$ cat config.mk
export PLATFORM = sky130hd
export DESIGN_NAME = sd_spi_response_rx
export DESIGN_NICKNAME = d
export VERILOG_FILES = /design/src/rtl/sd_spi_response_rx.sv
export SDC_FILE = /design/constraint.sdc
export NUM_CORES = 1
export LEC_CHECK = 0
export ABC_CLOCK_PERIOD_IN_PS = 6300
export CORE_MARGIN = 2
export CORE_UTILIZATION = 30
export CTS_CLUSTER_DIAMETER = 100
export DETAILED_ROUTE_END_ITERATION = 8
export SLEW_MARGIN = 20
export SYNTH_ARGS = -nofsm -noshare
export SYNTH_HDL_FRONTEND = slang
export SYNTH_SLANG_ARGS = --single-unit
$ cat constraint.sdc
create_clock -name current_clock_signal -period 6.3 [get_ports current_clock_signal]
set_clock_uncertainty 0.2 [all_clocks]
set_input_delay 0.63 -clock current_clock_signal [delete_from_list [all_inputs] [get_ports current_clock_signal]]
set_output_delay 0.63 -clock current_clock_signal [all_outputs]
set_load 0.01 [all_outputs]
$ cat src/rtl/sd_spi_response_rx.sv
// SD-card SPI response receiver: samples MISO on SCLK rising edges, hunts for the R1 start bit,
// then captures R1 plus 0-4 trailing payload bytes, reporting valid or timeout.
module sd_spi_response_rx #(
  parameter int unsigned NCR_MAX = 8
) (
  input  logic        current_clock_signal,
  input  logic        reset,
  input  logic        init_completed,
  input  logic        sclk_in,
  input  logic        miso,
  input  logic        start,
  input  logic [2:0]  resp_len,
  output logic        busy,
  output logic        resp_valid,
  output logic        timeout,
  output logic [7:0]  r1,
  output logic [31:0] resp_data
);

  localparam int unsigned HuntMax = 8 * NCR_MAX;
  localparam int unsigned HuntW   = $clog2(HuntMax + 1);

  typedef enum logic [1:0] {StIdle, StHunt, StR1, StData} state_e;

  state_e             state_q, state_d;
  logic [2:0]         len_q, len_d;
  logic [5:0]         bit_cnt_q, bit_cnt_d;
  logic [HuntW-1:0]   hunt_cnt_q, hunt_cnt_d;
  logic [7:0]         r1_q, r1_d;
  logic [31:0]        data_q, data_d;
  logic               busy_q, busy_d;
  logic               valid_q, valid_d;
  logic               timeout_q, timeout_d;
  logic               sclk_q;
  logic               miso_meta_q, miso_s_q;
  logic               rise;

  assign rise = sclk_in & ~sclk_q;

  always_ff @(posedge current_clock_signal or posedge reset) begin
    if (reset) begin
      state_q     <= StIdle;
      len_q       <= 3'd0;
      bit_cnt_q   <= 6'd0;
      hunt_cnt_q  <= '0;
      r1_q        <= 8'hFF;
      data_q      <= 32'd0;
      busy_q      <= 1'b0;
      valid_q     <= 1'b0;
      timeout_q   <= 1'b0;
      sclk_q      <= 1'b0;
      miso_meta_q <= 1'b1;
      miso_s_q    <= 1'b1;
    end else begin
      state_q     <= state_d;
      len_q       <= len_d;
      bit_cnt_q   <= bit_cnt_d;
      hunt_cnt_q  <= hunt_cnt_d;
      r1_q        <= r1_d;
      data_q      <= data_d;
      busy_q      <= busy_d;
      valid_q     <= valid_d;
      timeout_q   <= timeout_d;
      sclk_q      <= sclk_in;
      miso_meta_q <= miso;
      miso_s_q    <= miso_meta_q;
    end
  end

  always_comb begin
    state_d    = state_q;
    len_d      = len_q;
    bit_cnt_d  = bit_cnt_q;
    hunt_cnt_d = hunt_cnt_q;
    r1_d       = r1_q;
    data_d     = data_q;
    busy_d     = busy_q;
    valid_d    = 1'b0;
    timeout_d  = 1'b0;

    unique case (state_q)
      StIdle: begin
        // Any rise coinciding with the accepted start is deliberately dropped.
        if (start && init_completed) begin
          state_d    = StHunt;
          len_d      = (resp_len > 3'd4) ? 3'd4 : resp_len;
          r1_d       = 8'hFF;
          data_d     = 32'd0;
          bit_cnt_d  = 6'd0;
          hunt_cnt_d = '0;
          busy_d     = 1'b1;
        end
      end
      StHunt: begin
        if (rise) begin
          if (!miso_s_q) begin
            r1_d      = {r1_q[6:0], 1'b0};
            bit_cnt_d = 6'd1;
            state_d   = StR1;
          end else if (hunt_cnt_q == HuntW'(HuntMax - 1)) begin
            state_d   = StIdle;
            timeout_d = 1'b1;
            busy_d    = 1'b0;
          end else begin
            hunt_cnt_d = hunt_cnt_q + HuntW'(1);
          end
        end
      end
      StR1: begin
        if (rise) begin
          r1_d = {r1_q[6:0], miso_s_q};
          if (bit_cnt_q == 6'd7) begin
            bit_cnt_d = 6'd0;
            if (len_q == 3'd0) begin
              state_d = StIdle;
              valid_d = 1'b1;
              busy_d  = 1'b0;
            end else begin
              state_d = StData;
            end
          end else begin
            bit_cnt_d = bit_cnt_q + 6'd1;
          end
        end
      end
      StData: begin
        if (rise) begin
          data_d = {data_q[30:0], miso_s_q};
          if ((bit_cnt_q + 6'd1) == {len_q, 3'b000}) begin
            bit_cnt_d = 6'd0;
            state_d   = StIdle;
            valid_d   = 1'b1;
            busy_d    = 1'b0;
          end else begin
            bit_cnt_d = bit_cnt_q + 6'd1;
          end
        end
      end
      default: state_d = StIdle;
    endcase
  end

  assign busy       = busy_q;
  assign resp_valid = valid_q;
  assign timeout    = timeout_q;
  assign r1         = r1_q;
  assign resp_data  = data_q;

endmodule

; ---- Word level (Yosys, flattened, before mapping)
; Index checks and enable logic that the tools add are counted.
[classes]
n_addsub = 2
magnitude_cmp = 1
n_eq_ne = 18
n_mux = 52
bitwise_logic = 2
reduce_logical = 13
[op_table]
columns = cell, count
row1 = $mux 32, 2
row2 = $pmux 32 s2, 1
row3 = $mux 6, 7
row4 = $mux 8, 4
row5 = $mux 7, 4
row6 = $pmux 6 s4, 1
row7 = $pmux 8 s3, 1
row8 = $ne 2x2->1 const B, 11
row9 = $mux 1, 18
row10 = $mux 2, 9
row11 = $reduce_and 5->1, 3
row12 = $pmux 7 s2, 1
row13 = $reduce_and 9->1, 1
row14 = $pmux 2 s4, 1
row15 = $add 7x1->7 const B, 1
row16 = $eq 7x6->1 const B, 1
row17 = $reduce_and 7->1, 1
row18 = $add 6x1->6 const B, 1
row19 = $eq 6x3->1 const B, 1
row20 = $eq 6x6->1, 1
row21 = $eq 2x2->1 const B, 2
row22 = $pmux 1 s4, 1
row23 = $reduce_bool 2->1, 2
row24 = $gt 3x3->1 const B, 1
row25 = 12 further kinds, 12
[word_totals]
reg_bits = 64
inputBits = 9
output_inout_bits = 43
word_cells = 100

; ---- Depth between registers and ports, before layout
[depth]
ltp_word = 5
ltp_mapped = 9
mapped_depth_nobuf = 7

; ---- Worst setup path before layout
; OpenSTA, ideal clock, no wires.
[synth_timing]
kind = register to register
from = reg state_q[1]
to = reg state_q[1]
setup_ns = 0.128
arrival_ns = 2.042
required_time_ns = 5.972
setup_slack_ns = 3.931
path_stages_with_launch = 9
path_buffers = 1
synth_period_minus_slack_ns = 2.369
path_cell_list = dfrtp_1 > inv_1 > ha_1 > or2_2 > clkbuf_1 > a21oi_1 > nand2_1 > a311oi_2 > mux2_1
[synth_via]
elab_chain_len = 3
word_cells_on_any_way = 13
cone_classes = eq/ne (10) / mux (1) / reduce/logical (2)
[synth_rtl]
columns = item, line
row1 = "start, declared", 25  ; state_e state_q, state_d;
row2 = "start signal, assigned", 42  ; state_q <= StIdle;
row3 = "start signal, assigned", 55  ; state_q <= state_d;
row4 = $eq 2x1->1 (tied with other cells), 81  ; unique case (state_q)
row5 = $ne 3x3->1 (no source line) / $ne 2x2->1 (equally long branches), -
row6 = $reduce_and 7->1 (no source line), -
; Parallel ways exist; a longest one is shown, timed or not.
; A chain may end at the register's enable or synchronous reset.

; ---- Final worst setup path
[layout_timing]
from = reg bit_cnt_q[0]
to = reg state_q[1]
[layout_via]
elab_chain_len = 4
word_cells_on_any_way = 6
cone_classes = add/sub (1) / eq/ne (4) / reduce/logical (1)
[layout_rtl]
columns = item, line
row1 = "start, declared", 27  ; logic [5:0] bit_cnt_q, bit_cnt_d;
row2 = "start signal, assigned", 57  ; bit_cnt_q <= bit_cnt_d;
row3 = $add 6x1->6, 129  ; if ((bit_cnt_q + 6'd1) == {len_q, 3'b000}) begin
row4 = $eq 6x6->1, 129
row5 = $ne 2x2->1 (no source line), -
row6 = $reduce_and 7->1 (no source line) (*), -
; Mark *: on every way between the ends. The rest lies on a longest branch, timed or not.

==> flow_summary.html <==
<table>
<tr><th>Metric</th><th>Value</th></tr>
<tr><th colspan="2">Logic synthesis</th></tr>
<tr><td>Dominant cell by count in the synthesized netlist</td><td>dfrtp_1</td></tr>
<tr><td>Instance count of the mapped netlist</td><td>252</td></tr>
<tr><td>Top cell type's share of synthesized area</td><td>0.470</td></tr>
<tr><td>Commonest cells in the netlist</td><td>dfrtp_1, a22o_1, nand2_1, a21oi_1, o21ai_0</td></tr>
<tr><td>Synthesized area</td><td>2880 um^2</td></tr>
<tr><td>Yosys warning total</td><td>0</td></tr>
<tr><td>Post-synth EDFFs</td><td>0</td></tr>
<tr><td>Count of unique library cells instantiated by Yosys</td><td>46</td></tr>
<tr><td>Post-synthesis cell type with the largest combined area</td><td>dfrtp_1</td></tr>
<tr><td>Post-synthesis average cell area</td><td>11.4 um^2</td></tr>
<tr><td>Sequential-to-total area share from yosys stat</td><td>0.561</td></tr>
<tr><td>Fraction of synthesis flops using an asynchronous set or reset pin</td><td>1.00</td></tr>
<tr><td>Mapped Nets</td><td>267</td></tr>
<tr><td>Dominant cells by area after synthesis</td><td>dfrtp_1, a22o_1, dfstp_2</td></tr>
<tr><td>Seq cells post-synth</td><td>64</td></tr>
<tr><td>Main flop type after synthesis</td><td>dfrtp_1</td></tr>
<tr><th colspan="2">Floorplan</th></tr>
<tr><td>Initial standard-cell utilization of the core</td><td>0.310</td></tr>
<tr><td>Die ar.</td><td>10400 um^2</td></tr>
<tr><td>Site Rows</td><td>35</td></tr>
<tr><td>Placeable core area</td><td>9280 um^2</td></tr>
<tr><td>Number of placed I/O pins</td><td>52</td></tr>
<tr><td>X dimension of the die</td><td>102 um</td></tr>
<tr><td>Die extent in y</td><td>102 um</td></tr>
<tr><th colspan="2">Detailed routing</th></tr>
<tr><td>DRC marker count from the first detailed-route iteration</td><td>82</td></tr>
<tr><td>Post-Route WL</td><td>6280 um</td></tr>
<tr><td>Via-to-Cell Ratio</td><td>4.89</td></tr>
<tr><td>First drt pass iteration count</td><td>4</td></tr>
<tr><td>Via count</td><td>2142</td></tr>
<tr><td>DRC violation count after routing</td><td>0</td></tr>
<tr><td>Post-DRT Antenna Nets</td><td>0</td></tr>
<tr><td>WL/cell</td><td>14.3 um</td></tr>
<tr><th colspan="2">Layout</th></tr>
<tr><td>Footprint of the flip-flops and latches</td><td>1610 um^2</td></tr>
<tr><td>Net count of the finished layout</td><td>319</td></tr>
<tr><td>Multi-input gate area</td><td>1190 um^2</td></tr>
<tr><td>Core occupancy in the finished layout</td><td>0.403</td></tr>
<tr><td>Fraction of layout cells with a size suffix above 1</td><td>0.126</td></tr>
<tr><td>Antenna cells</td><td>0</td></tr>
<tr><td>Fillers</td><td>937</td></tr>
<tr><td>Area Overhead vs Synth</td><td>30.2%</td></tr>
<tr><th colspan="2">Pwr</th></tr>
<tr><td>Switching share of total power</td><td>0.362</td></tr>
<tr><td>Combinational group share of total power</td><td>0.356</td></tr>
<tr><td>Worst vdd ir</td><td>0.000220 V</td></tr>
<tr><td>Switching component of the power</td><td>0.526 mW</td></tr>
<tr><td>Clock share of power</td><td>0.269</td></tr>
<tr><td>Sequential Power Share</td><td>0.375</td></tr>
<tr><td>Power density cells</td><td>388 nW/um^2</td></tr>
<tr><td>Cell Int Power</td><td>0.926 mW</td></tr>
<tr><td>Leakage power</td><td>1.61 nW</td></tr>
<tr><th colspan="2">Placed design</th></tr>
<tr><td>Port bufs</td><td>51</td></tr>
<tr><td>Detailed-placement wirelength estimate</td><td>4180 um</td></tr>
<tr><td>Placer congestion estimate</td><td>0.772</td></tr>
<tr><th colspan="2">Outcome</th></tr>
<tr><td>Result of the run</td><td>finished, final reports clean</td></tr>
<tr><th colspan="2">Global route</th></tr>
<tr><td>Total grt overflow</td><td>0</td></tr>
<tr><td>Largest net degree at the start of global routing</td><td>65</td></tr>
<tr><td>Aggregate global-route resource usage</td><td>0.128</td></tr>
<tr><td>Vias in the first global route</td><td>2103</td></tr>
<tr><td>Wire length of the first global-routing pass</td><td>10400 um</td></tr>
<tr><td>Global routing met1 resource utilization</td><td>0.180</td></tr>
<tr><td>Met2 track demand over resource in global routing</td><td>0.189</td></tr>
<tr><td>Most used routing layer</td><td>met2</td></tr>
<tr><td>Met3 Usage GRT</td><td>0.0451</td></tr>
<tr><td>Number of antenna violations at the first check in global routing</td><td>0</td></tr>
<tr><th colspan="2">Worst setup path</th></tr>
<tr><td>Worst r2r src</td><td>bit_cnt_q[0]</td></tr>
<tr><td>Critical path class</td><td>flop to flop</td></tr>
<tr><td>Family of cells with the greatest summed delay on the critical path</td><td>compound AO/OA/AOI/OAI gates</td></tr>
<tr><td>Minimum setup slack among reg-to-reg paths</td><td>3480 ps</td></tr>
<tr><td>Most numerous cell on the critical path</td><td>nand2_1</td></tr>
<tr><td>Worst path cell trace</td><td>ha_1, nand2_1, o41ai_1, nand2_1, a311oi_2, mux2_1</td></tr>
<tr><td>Max stage delay cell, worst path</td><td>o41ai_1</td></tr>
<tr><td>Critical Path Source</td><td>bit_cnt_q[0]</td></tr>
<tr><td>CP Max Fanout</td><td>6</td></tr>
<tr><td>Req. time, crit path</td><td>6330 ps</td></tr>
<tr><td>Buf+Inv Stages, Crit Path</td><td>0</td></tr>
<tr><td>Element type at the critical path end</td><td>flop</td></tr>
<tr><td>CP startpoint kind</td><td>flop</td></tr>
<tr><td>Largest stage delay on the critical path</td><td>870 ps</td></tr>
<tr><td>Worst Path Arrival</td><td>2850 ps</td></tr>
<tr><th colspan="2">Timing</th></tr>
<tr><td>Hold violation total from the final report</td><td>0</td></tr>
<tr><td>Fmax</td><td>355 MHz</td></tr>
<tr><td>Period utilization</td><td>0.447</td></tr>
<tr><td>Final critical path time including I/O delays and setup</td><td>2820 ps</td></tr>
<tr><td>Transition time at the pin with the least slew margin</td><td>1080 ps</td></tr>
<tr><td>Sum of negative setup slack</td><td>0 ps</td></tr>
<tr><td>Count of final max-slew check failures</td><td>0</td></tr>
<tr><td>Count of endpoints failing setup in the final report</td><td>0</td></tr>
<tr><td>Setup repair after global routing missed its margin</td><td>no</td></tr>
<tr><td>Rel. slew slack</td><td>0.273</td></tr>
<tr><th colspan="2">Clock network</th></tr>
<tr><td>Post-cts repair resize count</td><td>0</td></tr>
<tr><td>Worst-case clock buffer depth</td><td>2</td></tr>
<tr><td>Clock network latency to the later pin of the worst-skew pair</td><td>350 ps</td></tr>
<tr><td>Clock edge transition at the registers on the reported setup and hold paths</td><td>80 ps</td></tr>
<tr><td>Number of H-tree branching levels</td><td>3</td></tr>
<tr><td>Number of sinks handled by clock tree synthesis</td><td>64</td></tr>
<tr><td>Number of CTS-inserted buffers</td><td>9</td></tr>
<tr><td>Clock tree from TritonCTS</td><td>done</td></tr>
<tr><td>Clock Tree Root</td><td>clkbuf_8</td></tr>
<tr><td># hold bufs at CTS</td><td>0</td></tr>
<tr><td>Buffers inserted during post-CTS setup optimization</td><td>0</td></tr>
<tr><th colspan="2">Flow run</th></tr>
<tr><td>Maxcap violations</td><td>0</td></tr>
<tr><th colspan="2">Worst hold path</th></tr>
<tr><td>Beginning of the worst hold path</td><td>miso_meta_q</td></tr>
<tr><td>Hold Path Class</td><td>flop to flop</td></tr>
</table>
## final cells by class
| cell class | instances | share of cell area |
|---|---|---|
| clock inverter | 7 | 0.0257 |
| multi-input combinational | 167 | 0.317 |
| inverter | 9 | 0.00903 |
| sequential | 64 | 0.431 |
| tap | 129 | 0.0431 |
| clock buffer | 9 | 0.0331 |
| timing repair buffer | 53 | 0.140 |
## layout by cell type (no fill, tap or decap), drive strengths merged, types with 4 or more instances in the layout
cell / count
dfrtp: 54
clkdlybuf4s50: 51
a22o: 34
nand2: 17
a21oi: 16
o21ai: 14
dfstp: 10
clkbuf: 9
nor2: 9
inv: 9
a21o: 8
ha: 6
nand3: 5
or3: 5
nor3: 5
clkinv: 5
xnor2: 4
## logic make-up (layout without fill, tap and decap cells)
| kind of cell | count (synthesis) | in the layout | synth area share |
|---|---|---|---|
| multiplexers | 3 | 3 | 0.0113 |
| buffers and inverters | 21 | 78 | 0.0300 |
| adder cells (fa/ha/maj) | 6 | 6 | 0.0261 |
| AND/OR/NAND/NOR | 62 | 62 | 0.113 |
| flip-flops | 64 | 64 | 0.561 |
| AO/OA/AOI/OAI | 89 | 89 | 0.230 |
| XOR/XNOR | 7 | 7 | 0.0287 |
## per-stage QoR
stage	setup slack, ps	std cells	total power, mW	instance area, um^2	hold WS, ps
finish	3480	438	1.45	3740	157
global placement	3250	422	1.06	3510	147
detailed placement	3080	422	1.06	3510	148
floorplan	3890	252	0.908	2880	145
global route	3230	438	1.55	3740	165
CTS	3360	438	1.46	3730	158
## flip-flops by register name, indices dropped and copies added (netlist names)
name	cells
resp_data	32
r1	8
hunt_cnt_q	7
bit_cnt_q	6
len_q	3
state_q	2
busy	1
miso_meta_q	1
miso_s_q	1
resp_valid	1
sclk_q	1
timeout	1
## power groups by stage
stage | registers [mW] | logic [mW] | clock network, mW
after floorplan | 0.554 | 0.355 | 0
after global placement | 0.550 | 0.505 | 0
final | 0.544 | 0.517 | 0.390
after CTS | 0.545 | 0.517 | 0.401
after detailed placement | 0.551 | 0.514 | 0
after global routing | 0.554 | 0.576 | 0.420
## worst register-to-register path: cells and delay by family, from the launching register on
family,cells,cell delay (ps)
compound gates,2,1180
simple gates,2,240
mux,1,350
fa+ha+maj,1,300
flops,1,430
## layer usage
metal,share of wire,vias to the layer above
met5,0,-
met4,0.011,0
met3,0.037,6
met2,0.47,38
met1,0.48,1058
li1,-,1040
## path summary, 6_finish.rpt
kind / to / cells past startpoint
max in group asynchronous: len_q[2] / 3
worst min-delay path: miso_s_q / 0
min in group asynchronous: resp_data[28] / 3
worst max-delay path: state_q[1] / 6
worst min register to register: miso_s_q / 0
worst max register to register: state_q[1] / 6
Power figures use the tool's default switching activity.
==> variant 1 (config.mk and constraints unchanged) <==
Put one more register stage on the output `resp_data`. The value now appears one clock later. The other outputs are not delayed to match.
--- a/src/rtl/sd_spi_response_rx.sv
+++ b/src/rtl/sd_spi_response_rx.sv
@@ -145,5 +145,7 @@
   assign timeout    = timeout_q;
   assign r1         = r1_q;
-  assign resp_data  = data_q;
+  always_ff @(posedge current_clock_signal) begin
+    resp_data <= data_q;
+  end
 
 endmodule
Behaviour: same outputs for any inputs over 10 cycles, from zero or initial values and one cycle with reset high; that may be too few to reach the edited logic, so the function may still have changed.
==> variant 1 against the original RTL <==
The flow now finishes with violations (DRC). Die area grew 23%. Sequential cell count grew 32. Utilization shrank 1.0 points. Synthesized area up 24%. Largest power group unchanged. Sequential power up 40%. Routed wire length up 13%. Total power is 30% higher. Hold slack hardly changed. Worst setup slack improved by 170 ps. Sequential share of layout area grew 6.7 points. Cell area rose by 21%.
==> variant 1: results (changes against the original RTL) <==
reg2reg setup slack=3650 ps (+170 ps); root buffer cell=clkbuf_16; met1 Use GR=17.6% (-0.36 points); first-pass GRT wire length=12100 um (+16%); Worst Reg-to-Reg Cells=7 (+1); mean number of vias per cell=4.91 (+0.35%); Synth Area in Compound Gates=19.1% (-3.9 points); fmax=0.377 GHz (+6.2%); Final nets=354 (+11%); clk_lat worst skew=330 ps (-20 ps); Synth async-reset ratio=66.7% (-33 points); Global Route Usage Sum=11.9% (-0.97 points); failing checks=DRC; vias in the first global route=2361 (+12%); WL met2=3230 um (+9.1%); delay of the slowest cell on the worst path=560 ps (-310 ps); Fin Hold WS=157 ps (+0.0440 ps); Worst path slowest cell=or4_1; row count=39 (+11%); sw frac=33.9% (-2.3 points); DRT iter0 DRCs=135 (+65%); TritonRoute pass-1 iters=6 (+2); DRC Markers=5 (+5); P_sw=0.639 mW (+21%); Synth Area in Adders=2.11% (-0.50 points); proportion of synthesized area in mux cells=1.54% (+0.41 points); post-synthesis sequential area ratio=63.3% (+7.1 points); Worst IR Drop VDD=292 uV (+33%); DP Worst Slack=3370 ps (+288 ps); outcome=complete, but fails checks
-- variant 1: cell count changes after synthesis, sizes merged, moves of 3 or more --
| cell | before | now |
|---|---|---|
| nand3b | 3 | 0 |
| dfxtp | 0 | 32 |
| a32o | 0 | 4 |
| nor3b | 3 | 0 |
| nand2 | 17 | 24 |
| o211ai | 0 | 3 |
-- variant 1: layout make-up --
cell class / count / area, um2 / area share [%]
clock buffer: 9 / 225 / 4.98
timing repair buffer: 53 / 526 / 11.6
inverter: 10 / 37.5 / 0.829
clock inverter: 7 / 86.3 / 1.91
sequential: 96 / 2250 / 49.8
multi-input combinational: 169 / 1220 / 26.9
tap: 143 / 179 / 3.95
-- variant 1: worst max-delay path by stage --
stage                           from       endpoint
final                     state_q[1]  hunt_cnt_q[5]
after global routing      state_q[1]          r1[1]
after CTS                 state_q[1]     data_q[10]
after detailed placement     sclk_in  hunt_cnt_q[5]
after global placement       sclk_in  hunt_cnt_q[5]
after floorplan                reset   bit_cnt_q[0]
==> variant 2 (config.mk and constraints unchanged) <==
Without the edit above. `NCR_MAX`: 8 -> 16.
--- a/src/rtl/sd_spi_response_rx.sv
+++ b/src/rtl/sd_spi_response_rx.sv
@@ -2,5 +2,5 @@
 // then captures R1 plus 0-4 trailing payload bytes, reporting valid or timeout.
 module sd_spi_response_rx #(
-  parameter int unsigned NCR_MAX = 8
+  parameter int unsigned NCR_MAX = 16
 ) (
   input  logic        current_clock_signal,
Formal check against the unedited RTL: same outputs for any inputs over 10 cycles, from zero or initial values and one cycle with reset high; that may be too few to reach the edited logic, so the function may still have changed.
==> variant 2 against the original RTL <==
Non-clock buffer count rose by 1. Cell area rose by 3.8%. Via count rose by 6.4%. Hold slack improved by 1.1 ps. Sequential cell count rose by 1. Cell count rose by 3.9%. Total power rose by 3.5%. Synthesized area rose by 6.7%. Routed wire length rose by 5.2%. Worst setup slack improved by 310 ps. Synthesized cell count rose by 4.8%. Sequential power rose by 0.7%. Largest cell class unchanged.
==> variant 2: results (changes against the original RTL) <==
outcome=finished clean; Synth async-reset ratio=100% (unchanged); Synth Area in Compound Gates=22.5% (-0.43 points); delay of the slowest cell on the worst path=430 ps (-440 ps); Clock Power Share=24.5% (-2.4 points); Post-Synth XOR/XNOR Area=3.34% (+0.47 points); Worst IR Drop VDD=212 uV (-3.5%); H-tree depth=3 (unchanged); critical-path maximum fanout=32 (+26); Hold Path Class=flop to flop; post-synthesis cell count=264 (+4.8%); Placed Area=0.00368 mm2 (+4.8%); layout cells sized above 1=15.8% (+3.2 points); drt wl/cell=14.5 um (+1.2%); Global Route Usage Sum=12.9% (+0.078 points); Synth Area in Adders=2.45% (-0.16 points); Port Buffers=51 (unchanged); CTS Buf Count=9 (unchanged); Worst path slowest cell=dfrtp_1; top post-synthesis cells by area=dfrtp_1 45%, a22o_1 9.1%, dfstp_2 8.6%; drt total wl=6600 um (+5.2%); crit path DAT=2590 ps (-260 ps); root buffer cell=clkbuf_8; mean number of vias per cell=5.01 (+2.4%); initial antenna violation count=0 (unchanged); Synthesis Warnings=0 (unchanged); comb pwr=0.586 mW (+13%); Final nets=332 (+4.1%); largest net degree at the start of global routing=66 (+1.5%); sw frac=38.5% (+2.2 points); antenna cells=0 (unchanged); Leakage=1.69 nW (+4.9%); hpwl dp=4440 um (+6.2%); Post-Syn Nets=279 (+4.5%); Worst Tran Pin Value=801 ps (-276 ps); DP Cell Count=439 (+4.0%); core area=0.00986 mm2 (+6.3%); Unique masters post-synth=55 (+20%); TritonRoute pass-1 iters=4 (unchanged); post-synthesis sequential area ratio=53.4% (-2.7 points); PnR Total Power=1.50 mW (+3.5%); first-pass GRT wire length=11300 um (+9.1%); clk slew on worst S/H paths=~70 ps; CP top delay family=compound AO/OA/AOI/OAI gates; DP Worst Slack=3550 ps (+463 ps); vias in the first global route=2255 (+7.2%); proportion of synthesized area in mux cells=1.75% (+0.62 points); Final GP Congestion=0.787 (+1.9%); synth cell count leaders=55 x dfrtp_1, 32 x a22o_1, 21 x nand2_1; DRT iter0 DRCs=106 (+29%); clk_lat worst skew=350 ps (about the same); max reg flops=32 (unchanged)
## variant 2: layout make-up
type / instances / area [um2]
Clock buffer: 9 / 124
Clock inverter: 7 / 78.8
Fill cell: 968 / 5980
Inverter: 8 / 30.0
Multi-Input combinational cell: 179 / 1310
Sequential cell: 65 / 1640
Tap cell: 133 / 166
Timing Repair Buffer: 54 / 533
## variant 2: worst paths after layout
| check | startpoint | to | slack (ps) | cells past startpoint |
|---|---|---|---|---|
| max | state_q[1] | resp_data[21] | 3790 | 7 |
| min | miso_meta_q | miso_s_q | 160 | 0 |
| max reg2reg | state_q[1] | resp_data[21] | 3790 | 7 |
| min reg2reg | miso_meta_q | miso_s_q | 160 | 0 |
| max in group asynchronous | reset | resp_data[21] | 4740 | 3 |
| min in group asynchronous | reset | resp_data[30] | 640 | 3 |
## variant 2: routing by layer
metal  global-route usage, %  share of wire [%]  up-vias
li1                        -                  -     1080
met1                    17.4                 49     1132
met2                    19.8                 46       57
met3                    3.68                3.6       10
met4                    4.67                1.7        0
met5                       0                  0        -
